File: src/rtl/wrr_cfg_arbiter.sv
`default_nettype none
// ============================================================================
// Module   : wrr_cfg_arbiter
// Purpose  : Owner of the WRR rank-calculator config channel. After reset,
//            or on init_start, it sweeps DEFAULT_WEIGHT into every weight
//            entry. Otherwise it serialises host register-bridge reads and
//            writes, with one command outstanding at a time.
// Revision : 1.0 - initial release
// ============================================================================
module wrr_cfg_arbiter #(
    parameter int                         ID_WIDTH        = 8,
    parameter int                         ID_COUNTER      = 160,
    parameter int                         CPU_WRITE_WIDTH = 8,
    parameter int                         CPU_OUT_WIDTH   = 29,
    parameter logic [CPU_WRITE_WIDTH-1:0] DEFAULT_WEIGHT  = 8'd1,
    parameter int                         TIMEOUT_CYCLES  = 16
) (
    input  logic                       clk_cp,
    input  logic                       rst,
    input  logic                       host_req_valid,
    output logic                       host_req_ready,
    input  logic                       host_req_write,
    input  logic [ID_WIDTH-1:0]        host_req_index,
    input  logic [CPU_WRITE_WIDTH-1:0] host_req_wdata,
    output logic                       host_rsp_valid,
    output logic [CPU_OUT_WIDTH-1:0]   host_rsp_data,
    output logic                       host_rsp_err,
    input  logic                       init_start,
    output logic                       init_busy,
    output logic [7:0]                 init_err_cnt,
    output logic                       cfg_cpu_valid,
    output logic [ID_WIDTH-1:0]        cfg_cpu_index,
    output logic                       cfg_cpu_write_sig,
    output logic [CPU_WRITE_WIDTH-1:0] cfg_cpu_config_write,
    output logic                       cfg_cpu_read_sig,
    input  logic                       cfg_rsp_valid,
    input  logic [ID_WIDTH-1:0]        cfg_rsp_index,
    input  logic [CPU_OUT_WIDTH-1:0]   cfg_rsp_val
);

    localparam int                   c_timer_w  = $clog2(TIMEOUT_CYCLES + 1);
    localparam logic [ID_WIDTH-1:0]  c_last_idx = ID_WIDTH'(ID_COUNTER - 1);
    localparam logic [c_timer_w-1:0] c_timeout  = c_timer_w'(TIMEOUT_CYCLES);

    typedef enum logic [2:0] {
        S_INIT_ISSUE = 3'd0,
        S_INIT_WAIT  = 3'd1,
        S_IDLE       = 3'd2,
        S_HOST_ISSUE = 3'd3,
        S_HOST_WAIT  = 3'd4
    } state_t;

    state_t                     r_state;
    logic [ID_WIDTH-1:0]        r_sweep_idx;
    logic [c_timer_w-1:0]       r_timer;
    logic [7:0]                 r_err_cnt;
    logic                       r_busy;
    logic                       r_host_write;
    logic [ID_WIDTH-1:0]        r_host_index;
    logic [CPU_WRITE_WIDTH-1:0] r_host_wdata;
    logic                       r_cmd_valid;
    logic [ID_WIDTH-1:0]        r_cmd_index;
    logic                       r_cmd_write;
    logic                       r_cmd_read;
    logic [CPU_WRITE_WIDTH-1:0] r_cmd_wdata;
    logic                       r_rsp_valid;
    logic                       r_rsp_err;
    logic [CPU_OUT_WIDTH-1:0]   r_rsp_data;

    logic [ID_WIDTH-1:0]        w_tgt_index;
    logic                       w_match;
    logic [c_timer_w-1:0]       w_timer_inc;
    logic                       w_expire;
    logic                       w_bad_index;

    // The outstanding command's index: host target in HOST_WAIT, else sweep.
    assign w_tgt_index = (r_state == S_HOST_WAIT) ? r_host_index : r_sweep_idx;
    assign w_match     = cfg_rsp_valid && (cfg_rsp_index == w_tgt_index);
    // r_timer counts completed wait cycles; the current one is the expiry
    // cycle when it brings the count to TIMEOUT_CYCLES.
    assign w_timer_inc = r_timer + 1'b1;
    assign w_expire    = (w_timer_inc == c_timeout);
    assign w_bad_index = int'(host_req_index) >= ID_COUNTER;

    // Ready is the IDLE-state register gated by init_start, so a request is
    // never seen as accepted in the cycle the sweep request takes priority.
    assign host_req_ready       = (r_state == S_IDLE) && !init_start;
    assign host_rsp_valid       = r_rsp_valid;
    assign host_rsp_data        = r_rsp_data;
    assign host_rsp_err         = r_rsp_err;
    assign init_busy            = r_busy;
    assign init_err_cnt         = r_err_cnt;
    assign cfg_cpu_valid        = r_cmd_valid;
    assign cfg_cpu_index        = r_cmd_index;
    assign cfg_cpu_write_sig    = r_cmd_write;
    assign cfg_cpu_config_write = r_cmd_wdata;
    assign cfg_cpu_read_sig     = r_cmd_read;

    // Control FSM: command strobes and host responses are single-cycle pulses.
    always_ff @(posedge clk_cp) begin
        if (!rst) begin
            r_state      <= S_INIT_ISSUE;
            r_sweep_idx  <= '0;
            r_timer      <= '0;
            r_err_cnt    <= '0;
            r_busy       <= 1'b0;
            r_host_write <= 1'b0;
            r_host_index <= '0;
            r_host_wdata <= '0;
            r_cmd_valid  <= 1'b0;
            r_cmd_index  <= '0;
            r_cmd_write  <= 1'b0;
            r_cmd_read   <= 1'b0;
            r_cmd_wdata  <= '0;
            r_rsp_valid  <= 1'b0;
            r_rsp_err    <= 1'b0;
            r_rsp_data   <= '0;
        end else begin
            r_cmd_valid <= 1'b0;
            r_cmd_index <= '0;
            r_cmd_write <= 1'b0;
            r_cmd_read  <= 1'b0;
            r_cmd_wdata <= '0;
            r_rsp_valid <= 1'b0;
            r_rsp_err   <= 1'b0;
            r_rsp_data  <= '0;
            case (r_state)
                S_INIT_ISSUE: begin
                    r_cmd_valid <= 1'b1;
                    r_cmd_write <= 1'b1;
                    r_cmd_index <= r_sweep_idx;
                    r_cmd_wdata <= DEFAULT_WEIGHT;
                    r_timer     <= '0;
                    r_busy      <= 1'b1;
                    r_state     <= S_INIT_WAIT;
                end
                S_INIT_WAIT: begin
                    if (w_match || w_expire) begin
                        if (!w_match && (r_err_cnt != 8'hFF)) begin
                            r_err_cnt <= r_err_cnt + 8'd1;
                        end
                        if (r_sweep_idx == c_last_idx) begin
                            r_busy  <= 1'b0;
                            r_state <= S_IDLE;
                        end else begin
                            r_sweep_idx <= r_sweep_idx + 1'b1;
                            r_state     <= S_INIT_ISSUE;
                        end
                    end else begin
                        r_timer <= w_timer_inc;
                    end
                end
                S_IDLE: begin
                    if (init_start) begin
                        r_sweep_idx <= '0;
                        r_err_cnt   <= '0;
                        r_busy      <= 1'b1;
                        r_state     <= S_INIT_ISSUE;
                    end else if (host_req_valid) begin
                        if (w_bad_index) begin
                            r_rsp_valid <= 1'b1;
                            r_rsp_err   <= 1'b1;
                        end else begin
                            r_host_write <= host_req_write;
                            r_host_index <= host_req_index;
                            r_host_wdata <= host_req_wdata;
                            r_state      <= S_HOST_ISSUE;
                        end
                    end
                end
                S_HOST_ISSUE: begin
                    r_cmd_valid <= 1'b1;
                    r_cmd_index <= r_host_index;
                    r_cmd_write <= r_host_write;
                    r_cmd_read  <= !r_host_write;
                    r_cmd_wdata <= r_host_write ? r_host_wdata : '0;
                    r_timer     <= '0;
                    r_state     <= S_HOST_WAIT;
                end
                S_HOST_WAIT: begin
                    if (w_match) begin
                        r_rsp_valid <= 1'b1;
                        r_rsp_data  <= cfg_rsp_val;
                        r_state     <= S_IDLE;
                    end else if (w_expire) begin
                        r_rsp_valid <= 1'b1;
                        r_rsp_err   <= 1'b1;
                        r_state     <= S_IDLE;
                    end else begin
                        r_timer <= w_timer_inc;
                    end
                end
                default: r_state <= S_IDLE;
            endcase
        end
    end

endmodule
`default_nettype wire
File: config.mk
export PLATFORM = sky130hd
export DESIGN_NAME = wrr_cfg_arbiter
export DESIGN_NICKNAME = d
export VERILOG_FILES = /design/src/rtl/wrr_cfg_arbiter.sv
export SDC_FILE = /design/constraint.sdc
export NUM_CORES = 1
export LEC_CHECK = 0
export ABC_AREA = 0
export CORE_MARGIN = 2
export CORE_UTILIZATION = 42
export CTS_CLUSTER_SIZE = 16
export DETAILED_ROUTE_END_ITERATION = 12
export PLACE_DENSITY = 0.77
export SYNTH_ARGS = -nofsm -noshare
export SYNTH_HDL_FRONTEND = slang
export SYNTH_SLANG_ARGS = --single-unit
File: constraint.sdc
create_clock -name clk_cp -period 2.8 [get_ports clk_cp]
set_clock_uncertainty 0.2 [all_clocks]
set_input_delay 0.42 -clock clk_cp [delete_from_list [all_inputs] [get_ports clk_cp]]
set_output_delay 0.42 -clock clk_cp [all_outputs]
set_load 0.1 [all_outputs]
## After elaboration in Yosys (flattened, before gate mapping)

Index checks and enable logic that the tools add are counted.
W data, S select, Z words.

| storage, ports and cells | value |
|---|---|
| register bits | 92 |
| output and inout port bits | 60 |

| cells by class | value |
|---|---|
| $add $sub $neg | 3 |
| magnitude comparators | 1 |
| equal/unequal tests | 19 |
| mux-type cells | 37 |
| bitwise logic cells | 2 |
| reductions and logical operators | 20 |

Operators by type and width:

| kind | number |
|---|---|
| $pmux W8 S2 | 4 |
| $mux W8 | 7 |
| $reduce_and A4 Y1 | 6 |
| $mux W3 | 6 |
| $add A8 B1 Y8 const B | 2 |
| $ne A2 B2 Y1 const B | 8 |
| $mux W5 | 3 |
| $pmux W3 S5 | 1 |
| $pmux W5 S3 | 1 |
| $mux W1 | 10 |
| $ne A3 B3 Y1 const B | 3 |
| $eq A8 B8 Y1 | 1 |
| $eq A8 B8 Y1 const B | 1 |
| $ge A8 B8 Y1 const B | 1 |
| $ne A8 B8 Y1 const B | 1 |
| $eq A3 B2 Y1 const B | 2 |
| $pmux W1 S2 | 3 |
| $reduce_bool A3 Y1 | 2 |
| $add A5 B1 Y5 const B | 1 |
| $eq A5 B5 Y1 const B | 1 |
| $eq A3 B1 Y1 const B | 1 |
| $eq A3 B3 Y1 const B | 1 |
| $logic_and A1 B1 Y1 | 3 |
| $logic_not A1 Y1 | 3 |
| 9 further kinds | 10 |

## Depth between registers and ports, before layout

| logic depth | value |
|---|---|
| depth in word-level cells | 9 |
| depth in mapped cells | 10 |
| mapped depth without buffers | 8 |

## Least setup slack after synthesis

No wires, ideal clock.

| timing | value |
|---|---|
| path kind | flip-flop to flip-flop |
| start point | reg r_state[1] |
| end point | reg r_host_index[3] |
| library setup time | 76 ps |
| data arrival time | 3,383 ps |
| required time | 2,524 ps |
| slack | -859 ps |
| cell stages (with the launch flop) | 11 |
| buffers on the path | 4 |
| cell sequence | dfxtp_1 clkbuf_2 nand2b_1 or2_2 clkbuf_1 nor2_1 and3_1 clkbuf_1 buf_2 nand2_1 a21boi_0 |

| between the ends | value |
|---|---|
| longest elaborated chain between the ends | 2 |

RTL lines:

| item | RTL line | text |
|---|---|---|
| from (decl) | 53 | `state_t r_state;` |
| from (signal assigned) | 102 | `r_state <= S_INIT_ISSUE;` |
| from (signal assigned) | 135 | `r_state <= S_INIT_WAIT;` |
| from (signal assigned) | 144 | `r_state <= S_IDLE;` |
| $eq A3 B2 Y1 | 127 | `case (r_state)` |
| $reduce_and A4 Y1 (no line) | n/a |  |
| to (signal assigned) | 165 | `r_host_index <= host_req_index;` |
| to (decl) | 59 | `logic [ID_WIDTH-1:0] r_host_index;` |

No other way between the ends.
A chain may end at the register's enable or synchronous reset.

## Final worst setup path

| timing | value |
|---|---|
| start point | in cfg_rsp_index[0] |
| end point | reg r_sweep_idx[4] |

| between the ends | value |
|---|---|
| longest elaborated chain between the ends | 5 |

RTL lines:

| item | RTL line | text |
|---|---|---|
| from (decl) | 37 | `input logic [ID_WIDTH-1:0] cfg_rsp_index,` |
| $eq A8 B8 Y1 | 78 | `assign w_match = cfg_rsp_valid && (cfg_rsp_index == w_tgt_index);` |
| $logic_and A1 B1 Y1 | 78 |  |
| $logic_or A1 B1 Y1 | 138 | `if (w_match \|\| w_expire) begin` |
| $ne A2 B2 Y1 (no line) | n/a |  |
| $reduce_and A4 Y1 (no line) | n/a |  |
| to (signal assigned) | 146 | `r_sweep_idx <= r_sweep_idx + 1'b1;` |
| to (decl) | 54 | `logic [ID_WIDTH-1:0] r_sweep_idx;` |

No other way between the ends.

==> metrics.csv <==
metric;value;unit
outcome;completed;
io_pins;119;
clkPwrFrac;37.4;%
placed_cell_area;0.00523;mm2
netlist.area_leader.share;47.4;%
grt_most_used_layer;met2;
leakage;2.23;nW
syn-num-nets;488;
p_comb_share;8.5;%
finalWorstSetupSlack;0.0608;ns
core_area;0.00911;mm2
yosysUniqueCellTypes;58;
critPathRequiredTime;2.90;ns
setup_violations;0;
overflow;0;
post-place-cells;664;
drt_pre_antenna_iters;5;
cp-end-kind;flip-flop;
synth_edf_count;0;
cts_sinks;92;
grtUsageMet2;35.0;%
p_sw_share;24.5;%
wl_per_cell;15.7;um
clk_pin_slew;0.09;ns
ctsRootBufferMaster;clkbuf_8;
worst_slew_pin_slew;0.725;ns
cp_max_fo;6;
maxSlewHeadroom;51.5;%
p_int;1.84;mW
antenna_found_initial;0;
grt_pass1_wl;16.9;mm
layout.nets;629;
tritoncts;done;
power.density;445;mW/mm2
initial_core_util;42.7;%
rsz0062_at_grt;true;
final_cell_mix;96 x buf_4, 92 x dfxtp_1, 58 x clkdlybuf4s50_1;
dpl.hpwl;7.85;mm
grtUsageTotal;21.3;%
crit_path_start_kind;input port;
synthCells;426;
worstSetupPathType;input port to flip-flop;
drv_slew;0;
grtUsageMet1;28.1;%
timing.fmax;0.365;GHz
vdd_drop_max;0.254;mV
grt_pass1_vias;3415;
synthArstFlopShare;0;%
synthesis.area;0.00389;mm2
syn_area_per_cell;9.13;um2
synth_top_area_cell;dfxtp_1;
grt_start_max_net_pins;30;
layout_commonest_cell;buf_4;
hold_viol;0;
yosys-top-cells-area;dfxtp_1 47%, and2_1 5.6%, nand2_1 4.7%;
via_per_inst;5.29;
wl;10.7;mm
maxCapViolCount;0;
fin_crit_sh;97.8;%
htree_num_levels;3;
cts-buffers-inserted;9;
die_w;100;um
portBuffers;118;
synth_warnings;0;
die_y;100;um
num_vias;3616;
netSwitchingPower;598;uW
diodes;0;
synth_flop_cell;dfxtp_1;
critPathArrivalTime;2.84;ns
final_cells;683;
hold_path_class;flip-flop to flip-flop;
synth_seq_area_share;47.4;%
fillCellCount;799;
power.total;2.44;mW
final_layout_size_suffix_gt1_share;22.7;%
ys_seq_elements;92;
fin_util;60.2;%
drtIter0Drc;214;
post-route-min-period;2.74;ns
place.gp.congestion;0.847;
ant_nets;0;
clk_latency;0.37;ns
holdWs;0.261;ns
fp.dieArea;0.0100;mm2
finalInstanceArea;0.00548;mm2
syn_to_final_growth;41.1;%
clock_path_buffers;2;
met3_usage;4.32;%
rows;35;
fin_setup_tns;0;ns
drc;0;
dp_slack;-0.445;ns
power_frac_seq;54.1;%
area by class of cell:
type | count | area [um2] | share of cell area [%]
Sequential cell | 92 | 1840 | 33.6
Timing Repair Buffer | 155 | 1320 | 24.1
Inverter | 6 | 22.5 | 0.411
Clock buffer | 9 | 124 | 2.26
Clock inverter | 7 | 73.8 | 1.35
Tap cell | 111 | 139 | 2.53
Multi-Input combinational cell | 303 | 1960 | 35.8
cell families after synthesis:
family                     Yosys count  share of synthesized area [%]
AOI/OAI and AO/OA                   90                           16.9
muxes                                7                           1.87
xor gates and xnor gates            11                           2.48
adders and majority gates            3                          0.966
buffers and inverters               31                           3.28
and+or+nand+nor                    192                           27.1
DFF                                 92                           47.4
worst paths after layout:
kind	from	end	slack (ns)	cells past startpoint
hold / removal	r_host_wdata[2]$_SDFFE_PN0P_	r_host_wdata[2]$_SDFFE_PN0P_	0.26	2
hold reg to reg	r_host_wdata[2]$_SDFFE_PN0P_	r_host_wdata[2]$_SDFFE_PN0P_	0.26	2
setup / recovery	cfg_rsp_index[0]	r_sweep_idx[4]$_SDFFE_PN0P_	0.06	9
setup reg to reg	r_state[0]$_SDFFE_PN0P_	r_sweep_idx[4]$_SDFFE_PN0P_	0.08	10
routing by layer:
layer  wire length [um]  part of all wire (%)
met1               4750                    44
met2               5280                    49
met3                503                   4.7
met4                162                   1.5
met5                  0                     0
flip-flops by register name (all words and copies together), names as in the netlist, 3 cells and up:
signal                cells
cfg_cpu_config_write      8
cfg_cpu_index             8
r_sweep_idx               8
init_err_cnt              8
r_state                   3
r_timer                   5
r_host_wdata              8
host_rsp_data            29
r_host_index              8
Yosys cell counts, types with 6 or more instances:
master    count
nand3_1      19
dfxtp_1      92
inv_1         6
o21ai_0      15
and3_1       14
nand4_1       7
a22o_1       11
a21boi_0     18
xor2_1        9
clkbuf_1     17
nor2_1       23
nor2b_1       6
and2_1       35
a21oi_1      10
nand2_1      49
nor3_1        6
critical path: stages:
cell,delay [ns]
clkdlybuf4s50_1,0.45
or2_2,0.29
a221oi_1,0.28
o22ai_1,0.17
buf_4,0.18
o31ai_4,0.35
nor2_4,0.09
or4_1,0.42
a21boi_1,0.17
repair_timing:
item	4_1_cts	5_1_grt
hold buffers	0	0
pin swaps	0	2
cloned	0	0
endpoints found under the hold margin	0	0
resized for setup	3	3
buffers inserted	0	3
setup endpoints to repair	9	11
power groups by stage:
| stage | combinational [mW] | clock [mW] | sequential, mW |
|---|---|---|---|
| 6_report | 0.207 | 0.913 | 1.32 |
| 5_1_grt | 0.221 | 0.988 | 1.32 |
| 4_1_cts | 0.206 | 0.929 | 1.32 |
| 3_5_place_dp | 0.203 | 0 | 1.35 |
| 3_3_place_gp | 0.201 | 0 | 1.35 |
| 2_1_floorplan | 0.0560 | 0 | 1.38 |
Power figures use the tool's default switching activity.
